## src/rtl/int_chain.sv

```systemverilog
// int_chain: cascade of N integrator stages for the CIC decimator chain.
// Each stage adds its input into a wrapping Wout-bit accumulator whenever the
// preceding stage's valid flag is set, so valid tokens move one stage per clock.
// data_out and val_out come directly from the last stage's registers, so no
// input reaches an output combinationally.
module int_chain #(
  parameter int Win  = 19,
  parameter int N    = 3,
  parameter int Wout = 19
) (
  input  logic            clk,
  input  logic            rst,
  input  logic [Win-1:0]  data_in,
  input  logic            val_in,
  output logic [Wout-1:0] data_out,
  output logic            val_out
);

  // Stage-0 operand: data_in sign-extended to the accumulator width.
  logic [Wout-1:0] x0;

  generate
    if (Wout > Win) begin : g_sext
      assign x0 = {{(Wout-Win){data_in[Win-1]}}, data_in};
    end else begin : g_same
      assign x0 = data_in;
    end
  endgenerate

  genvar gi;
  generate
    for (gi = 1; gi <= N; gi++) begin : stage
      logic [Wout-1:0] acc_reg;
      logic            vld_reg;
      logic [Wout-1:0] x_prev;
      logic            v_prev;

      // Select this stage's operand: the sign-extended sample for the first
      // stage, the previous stage's accumulator and valid flag otherwise.
      if (gi == 1) begin : g_first
        assign x_prev = x0;
        assign v_prev = val_in;
      end else begin : g_chain
        assign x_prev = stage[gi-1].acc_reg;
        assign v_prev = stage[gi-1].vld_reg;
      end

      // Accumulate on a valid token (modulo 2^Wout), hold otherwise; reset wins.
      always_ff @(posedge clk) begin
        if (rst) begin
          acc_reg <= '0;
          vld_reg <= 1'b0;
        end else begin
          vld_reg <= v_prev;
          if (v_prev) begin
            acc_reg <= acc_reg + x_prev;
          end
        end
      end
    end
  endgenerate

  assign data_out = stage[N].acc_reg;
  assign val_out  = stage[N].vld_reg;

endmodule

```

## config.mk

```make
export PLATFORM = sky130hd
export DESIGN_NAME = int_chain
export DESIGN_NICKNAME = d
export VERILOG_FILES = /design/src/rtl/int_chain.sv
export SDC_FILE = /design/constraint.sdc
export NUM_CORES = 1
export LEC_CHECK = 0
export BUFFER_PORTS_ARGS = -buffer_cell sky130_fd_sc_hd__buf_4
export CAP_MARGIN = 20
export CORE_MARGIN = 8
export CORE_UTILIZATION = 40
export CTS_CLUSTER_DIAMETER = 30
export DETAILED_ROUTE_END_ITERATION = 6
export PLACE_DENSITY = 0.53
export SYNTH_ARGS = -nofsm -noshare
export SYNTH_HDL_FRONTEND = slang
export SYNTH_SLANG_ARGS = --single-unit
export TNS_END_PERCENT = 1
```

## constraint.sdc

```tcl
create_clock -name clk -period 3.05 [get_ports clk]
set_clock_uncertainty 0.1 [all_clocks]
set_input_delay 0.1525 -clock clk [delete_from_list [all_inputs] [get_ports clk]]
set_output_delay 0.1525 -clock clk [all_outputs]
set_load 0.01 [all_outputs]
```

==> metrics.txt, run 1 <==
status=finished clean; CP top delay family=compound AO/OA/AOI/OAI gates; Total Neg Setup Slack=0 ns; Gate Count Post-Synth=555; WP buf/inv=1; Die ar.=15,200 sq um; drt via density=5.42; CTS buffer count=9; Placed Area=5040 sq um; Nets=672; peak supply drop=295 uV; most frequent cells in the layout=nor2_1 (70), dfxtp_1 (60), ha_1 (54), a21oi_1 (46), buf_4 (44); max_slew headroom=51.4%; synthesized flop and latch total=60; Rows=39; DR pass1 iterations=4; Crit. End Element=flip-flop; Routed Wire Length=10,800 microns; Initial Util=40.6%; mapped cell area=4590 sq um; # clock sinks=60; Synth top area share=26.1%; P per Cell Area=508 nW/um^2; sequential area share after synthesis=26.1%; Area Growth Syn to Fin=16.5%; RePlAce Congestion=0.863; Crit path largest cell delay=0.43 ns; CP arrival=2.97 ns; Longest Clk Path Bufs=2; vias in the first global route=4,219; ANT nets after route=0; commonest non-fill, non-tap cell in the layout=nor2_1; dominant cell type by area after synthesis=dfxtp_1; first-pass GRT wire length=19,000 microns; Max H-tree Level=3; measured slew at the worst slew-check pin=0.730 ns; core area=11,300 sq um; Tmin final=2.85 ns; Design Area, Final=5350 sq um; leakage=2.37 nW; all-layer global routing usage=15.5%; placed wire-length estimate=8210 microns; Crit Path Max Fanout=3; Hold WC Path Type=in -> reg; I/O pins=42; Synth area leaders=dfxtp_1 (26%), ha_1 (15%), mux2i_1 (6.8%); slowest stage cell, crit path=fa_1; Critical Path RT=3.17 ns; syn_area_per_cell=8.28 sq um; initial antenna violation count=0; Worst Setup Path Type=reg -> reg; Post-Syn Nets=634; drc violations=0; EDFF count, synth=0; Post-synth ARST share=0%; largest net degree at the start of global routing=70; die width=123 microns; main flop type after synthesis=dfxtp_1; gr ovfl total=0; clk_lat worst skew=0.33 ns; die height=123 microns; clock transition at the registers of the reported paths=0.05 ns; Root Driver=clkbuf_16; Antenna Diode Count=0; post-synth cell types=55; CP Cell Sequence=ha_1, inv_1, fa_1, nor2b_4, o31ai_1, a31oi_1, o211ai_2, o31ai_4, o31ai_2, mux2i_1, mux2_2; DRT iter0 DRCs=161; Ys Warns=0; Largest register FFs=38; Setup Viol. Count Final=0; unrepaired setup endpoints after global routing=false; CTS tree=built; Final Max Tran Viols=0; WL per Instance=14.6 microns; final cycle utilization of the critical path=93.5%; layout cells sized above 1=11.4%; filler instances=1,135; # port buffers=41; final core occ=47.3%; MaxCap Viol Count=0; post-CTS setup repair buffer count=0; Final Hold Fails=0; fmax=351 MHz; via count=4,012; Worst Setup Start Kind=flip-flop
==> worst reg2reg max path: stages, from the launching register on <==
cell      delay, ns
dfxtp_1        0.35
ha_1           0.18
inv_1          0.05
fa_1           0.43
nor2b_4        0.14
o31ai_1        0.08
a31oi_1        0.30
o211ai_2       0.18
o31ai_4        0.32
o31ai_2        0.10
mux2i_1        0.17
mux2_2         0.34
==> cells in the mapped netlist (all sizes together), types with 11 or more instances <==
cell / number
dfxtp: 60
xnor2: 25
nor2b: 16
clkbuf: 15
xor2: 11
a21oi: 47
o21ai: 24
nor2: 70
inv: 21
mux2i: 31
nand2: 35
ha: 54
o21a: 13
a21o: 13
nand3: 14
==> cell type report <==
class                   instances  area [sq um]  area share [%]
clock inverters                 1          30.0           0.561
multi-input cells             455          3250            60.8
well taps                     143           179            3.34
repair buffers                 44           330            6.17
flip-flops and latches         60          1200            22.4
inverters                      23          86.3            1.61
clock buffers                  14           274            5.12
==> cell families after synthesis <==
logic type | Yosys count | share of synthesized area [%]
AND/OR/NAND/NOR | 177 | 18.5
XOR/XNOR | 36 | 6.86
buffers and inverters | 40 | 3.27
adder cells (fa/ha/maj) | 57 | 16.0
AO/OA/AOI/OAI | 152 | 22.0
flip-flops | 60 | 26.1
multiplexers | 33 | 7.24
==> worst paths after layout <==
path	start	to	slack [ns]	cells past startpoint
hold / removal	data_in[0]	stage[1].acc_reg[0]	0.08	4
setup reg to reg	data_out[0]	data_out[18]	0.20	11
hold reg to reg	stage[2].acc_reg[17]	stage[2].acc_reg[17]	0.41	2
setup / recovery	data_out[0]	data_out[18]	0.20	11
==> routing by layer <==
metal | wire length [microns] | vias up | track usage [%]
met5 | 0 | - | 0
met4 | 205 | 0 | 5.12
met2 | 5440 | 38 | 28.6
met1 | 4830 | 1849 | 16.9
li1 | - | 2109 | -
met3 | 343 | 16 | 3.65
==> per-stage QoR <==
step,setup WS (ns),power [mW],hold WS [ns],std cells
6_report,0.199,2.72,0.0817,740
5_1_grt,0.0142,2.90,0.124,740
4_1_cts,0.127,2.76,0.0732,740
3_5_place_dp,0.139,1.69,0.404,725
3_3_place_gp,0.252,1.68,0.398,725
2_1_floorplan,0.380,1.52,0.313,555
==> where the power goes <==
part	switching [mW]	internal [mW]	total [mW]
Sequential	0.0741	0.855	0.929
Combinational	0.402	0.342	0.744
Clock	0.354	0.695	1.05
==> what timing repair did <==
item                       CTS  global route
setup endpoints to repair    0             1
resized for setup            0             1
hold buffers                 0             0
No activity file was read; power rests on OpenSTA's default activity.
==> run 2, diff against run 1 <==
--- a/config.mk
+++ b/config.mk
@@ -7,8 +7,10 @@
 export LEC_CHECK = 0
 export BUFFER_PORTS_ARGS = -buffer_cell sky130_fd_sc_hd__buf_4
 export CAP_MARGIN = 20
+export CORE_ASPECT_RATIO = 0.8
 export CORE_MARGIN = 8
 export CORE_UTILIZATION = 40
+export CTS_BUF_LIST = sky130_fd_sc_hd__clkbuf_8 sky130_fd_sc_hd__clkbuf_16
 export CTS_CLUSTER_DIAMETER = 30
 export DETAILED_ROUTE_END_ITERATION = 6
 export PLACE_DENSITY = 0.53
==> metrics.txt, run 2 (synthesis results as in run 1) <==
status=finished clean; via count=4,014 (+0.050%); final cycle utilization of the critical path=92.9% (-0.61 points); WP buf/inv=1 (unchanged); CTS buffer count=9 (unchanged); Longest Clk Path Bufs=2 (unchanged); fmax=353 MHz (+0.65%); die height=112 microns (-9.2%); drc violations=0 (unchanged); initial antenna violation count=0 (unchanged); hold_buf cts=0 (unchanged); Antenna Diode Count=0 (unchanged); Crit Path Max Fanout=3 (unchanged); unrepaired setup endpoints after global routing=false; vias in the first global route=3,957 (-6.2%); CP Cell Sequence=ha_1, inv_1, fa_1, nor2b_4, o31ai_1, a31oi_1, o211ai_2, o31ai_4, o31ai_2, mux2i_1, mux2_2; DR pass1 iterations=4 (unchanged); max_slew headroom=52.3% (+0.98 points); Root Driver=clkbuf_16; total chip power=2.66 mW (-2.1%); Tmin final=2.83 ns (-0.0185 ns); CP top delay family=compound AO/OA/AOI/OAI gates; Nets=672 (unchanged); Largest register FFs=38 (unchanged); CP arrival=2.96 ns (about the same); Final Max Tran Viols=0 (unchanged); leakage=2.38 nW (+0.13%); measured slew at the worst slew-check pin=0.715 ns (-0.0148 ns); Hold WC Path Type=in -> reg; Total Neg Setup Slack=0 ns (unchanged); commonest non-fill, non-tap cell in the layout=nor2_1; Die ar.=15,200 sq um (+0.15%); drt via density=5.39 (-0.62%); I/O pins=42 (unchanged); placed cells=730 (+0.69%); Routed Wire Length=10,900 microns (+0.72%); global-route met3 utilization=3.87% (+0.22 points); RePlAce Congestion=0.844 (-2.2%); die width=136 microns (+10%); Worst Setup Path Type=reg -> reg; peak supply drop=269 uV (-9.1%); DRT iter0 DRCs=169 (+5.0%); Final Hold Fails=0 (unchanged); met1 Usage GRT=18.2% (+1.3 points); P per Cell Area=499 nW/um^2 (-1.9%); # clock sinks=60 (unchanged); WL per Instance=14.6 microns (about the same); Setup Viol. Count Final=0 (unchanged); core area=11,300 sq um (+0.19%); Critical Path RT=3.18 ns (about the same); GR Util met2=24.7% (-3.9 points); post-CTS setup repair buffer count=0 (unchanged); Design Area, Final=5340 sq um (-0.23%); final non-filler cell total=745 (+0.68%); all-layer global routing usage=15.0% (-0.50 points); gr ovfl total=0 (unchanged); Area Growth Syn to Fin=16.2%; Placed Area=5050 sq um (+0.12%); Crit. End Element=flip-flop; largest net degree at the start of global routing=70 (unchanged); # port buffers=41 (unchanged); slowest stage cell, crit path=fa_1; most frequent cells in the layout=nor2_1 (70), dfxtp_1 (60), ha_1 (54), a21oi_1 (46), buf_4 (44); layout cells sized above 1=11.2% (-0.17 points); Rows=35 (-10%); Initial Util=40.5% (-0.076 points); MaxCap Viol Count=0 (unchanged); clk_lat worst skew=0.34 ns (about the same); filler instances=1,160 (+2.2%); Resized cells post-CTS=0 (unchanged); Crit path largest cell delay=0.44 ns (about the same); Worst Setup Start Kind=flip-flop; clock transition at the registers of the reported paths=0.05 ns (about the same); Max H-tree Level=3 (unchanged); placed wire-length estimate=8170 microns (-0.41%); ANT nets after route=0 (unchanged); layer with the highest usage=met2; CTS tree=built; first-pass GRT wire length=18,600 microns (-2.1%)
## run 2: changes by cell type in the layout (fill, tap and decap cells not counted)
cell and delta:
clkbuf_8 -2, inv_1 +3, clkbuf_1 -2, clkinv_2 +1
## run 2: final cells by class
cell class              count  area (sq um)  share of cell area, %
multi-input cells         455          3250                   60.9
repair buffers             44           330                   6.19
clock inverters             5          46.3                  0.867
inverters                  23          86.3                   1.62
clock buffers              10           239                   4.48
flip-flops and latches     60          1200                   22.5
well taps                 148           185                   3.47
## run 2: worst min-delay path: cells and delay by family
| kind | cells | cell delay (ns) |
|---|---|---|
| muxes | 1 | 0.06 |
| buffers and inverters | 1 | 0.08 |
| adders and majority gates | 1 | 0.11 |
| and+or+nand+nor | 1 | 0.07 |
## run 2: metrics by stage
step | hold slack (ns) | worst slack, ns | utilization (%)
6_report | 0.0723 | 0.217 | 47.1
5_1_grt | 0.115 | 0.0397 | 47.1
4_1_cts | 0.0744 | 0.144 | 47.0
3_5_place_dp | 0.409 | 0.164 | 44.5
3_3_place_gp | 0.393 | 0.235 | 44.5
2_1_floorplan | 0.313 | 0.380 | -
## run 2: path summary, 6_finish.rpt
check        cells after the start                  from                   end  slack [ns]
max                             11           data_out[0]          data_out[18]        0.22
max reg2reg                     11           data_out[0]          data_out[18]        0.22
min reg2reg                      2  stage[2].acc_reg[17]  stage[2].acc_reg[17]        0.39
min                              4            data_in[0]   stage[1].acc_reg[0]        0.07
## run 2: power breakdown
| group | total (mW) | switching [mW] | leakage, nW | internal (mW) |
|---|---|---|---|---|
| clock network | 0.995 | 0.356 | 0.152 | 0.638 |
| logic | 0.741 | 0.399 | 1.73 | 0.342 |
| registers | 0.928 | 0.0727 | 0.490 | 0.855 |
| total | 2.66 | 0.828 | 2.38 | 1.84 |
## run 2: metal layers
metal / routed length (microns) / vias to the layer above
met2: 5170 / 50
met5: 0 / -
met4: 115 / 0
met1: 5190 / 1847
met3: 413 / 9
li1: - / 2108
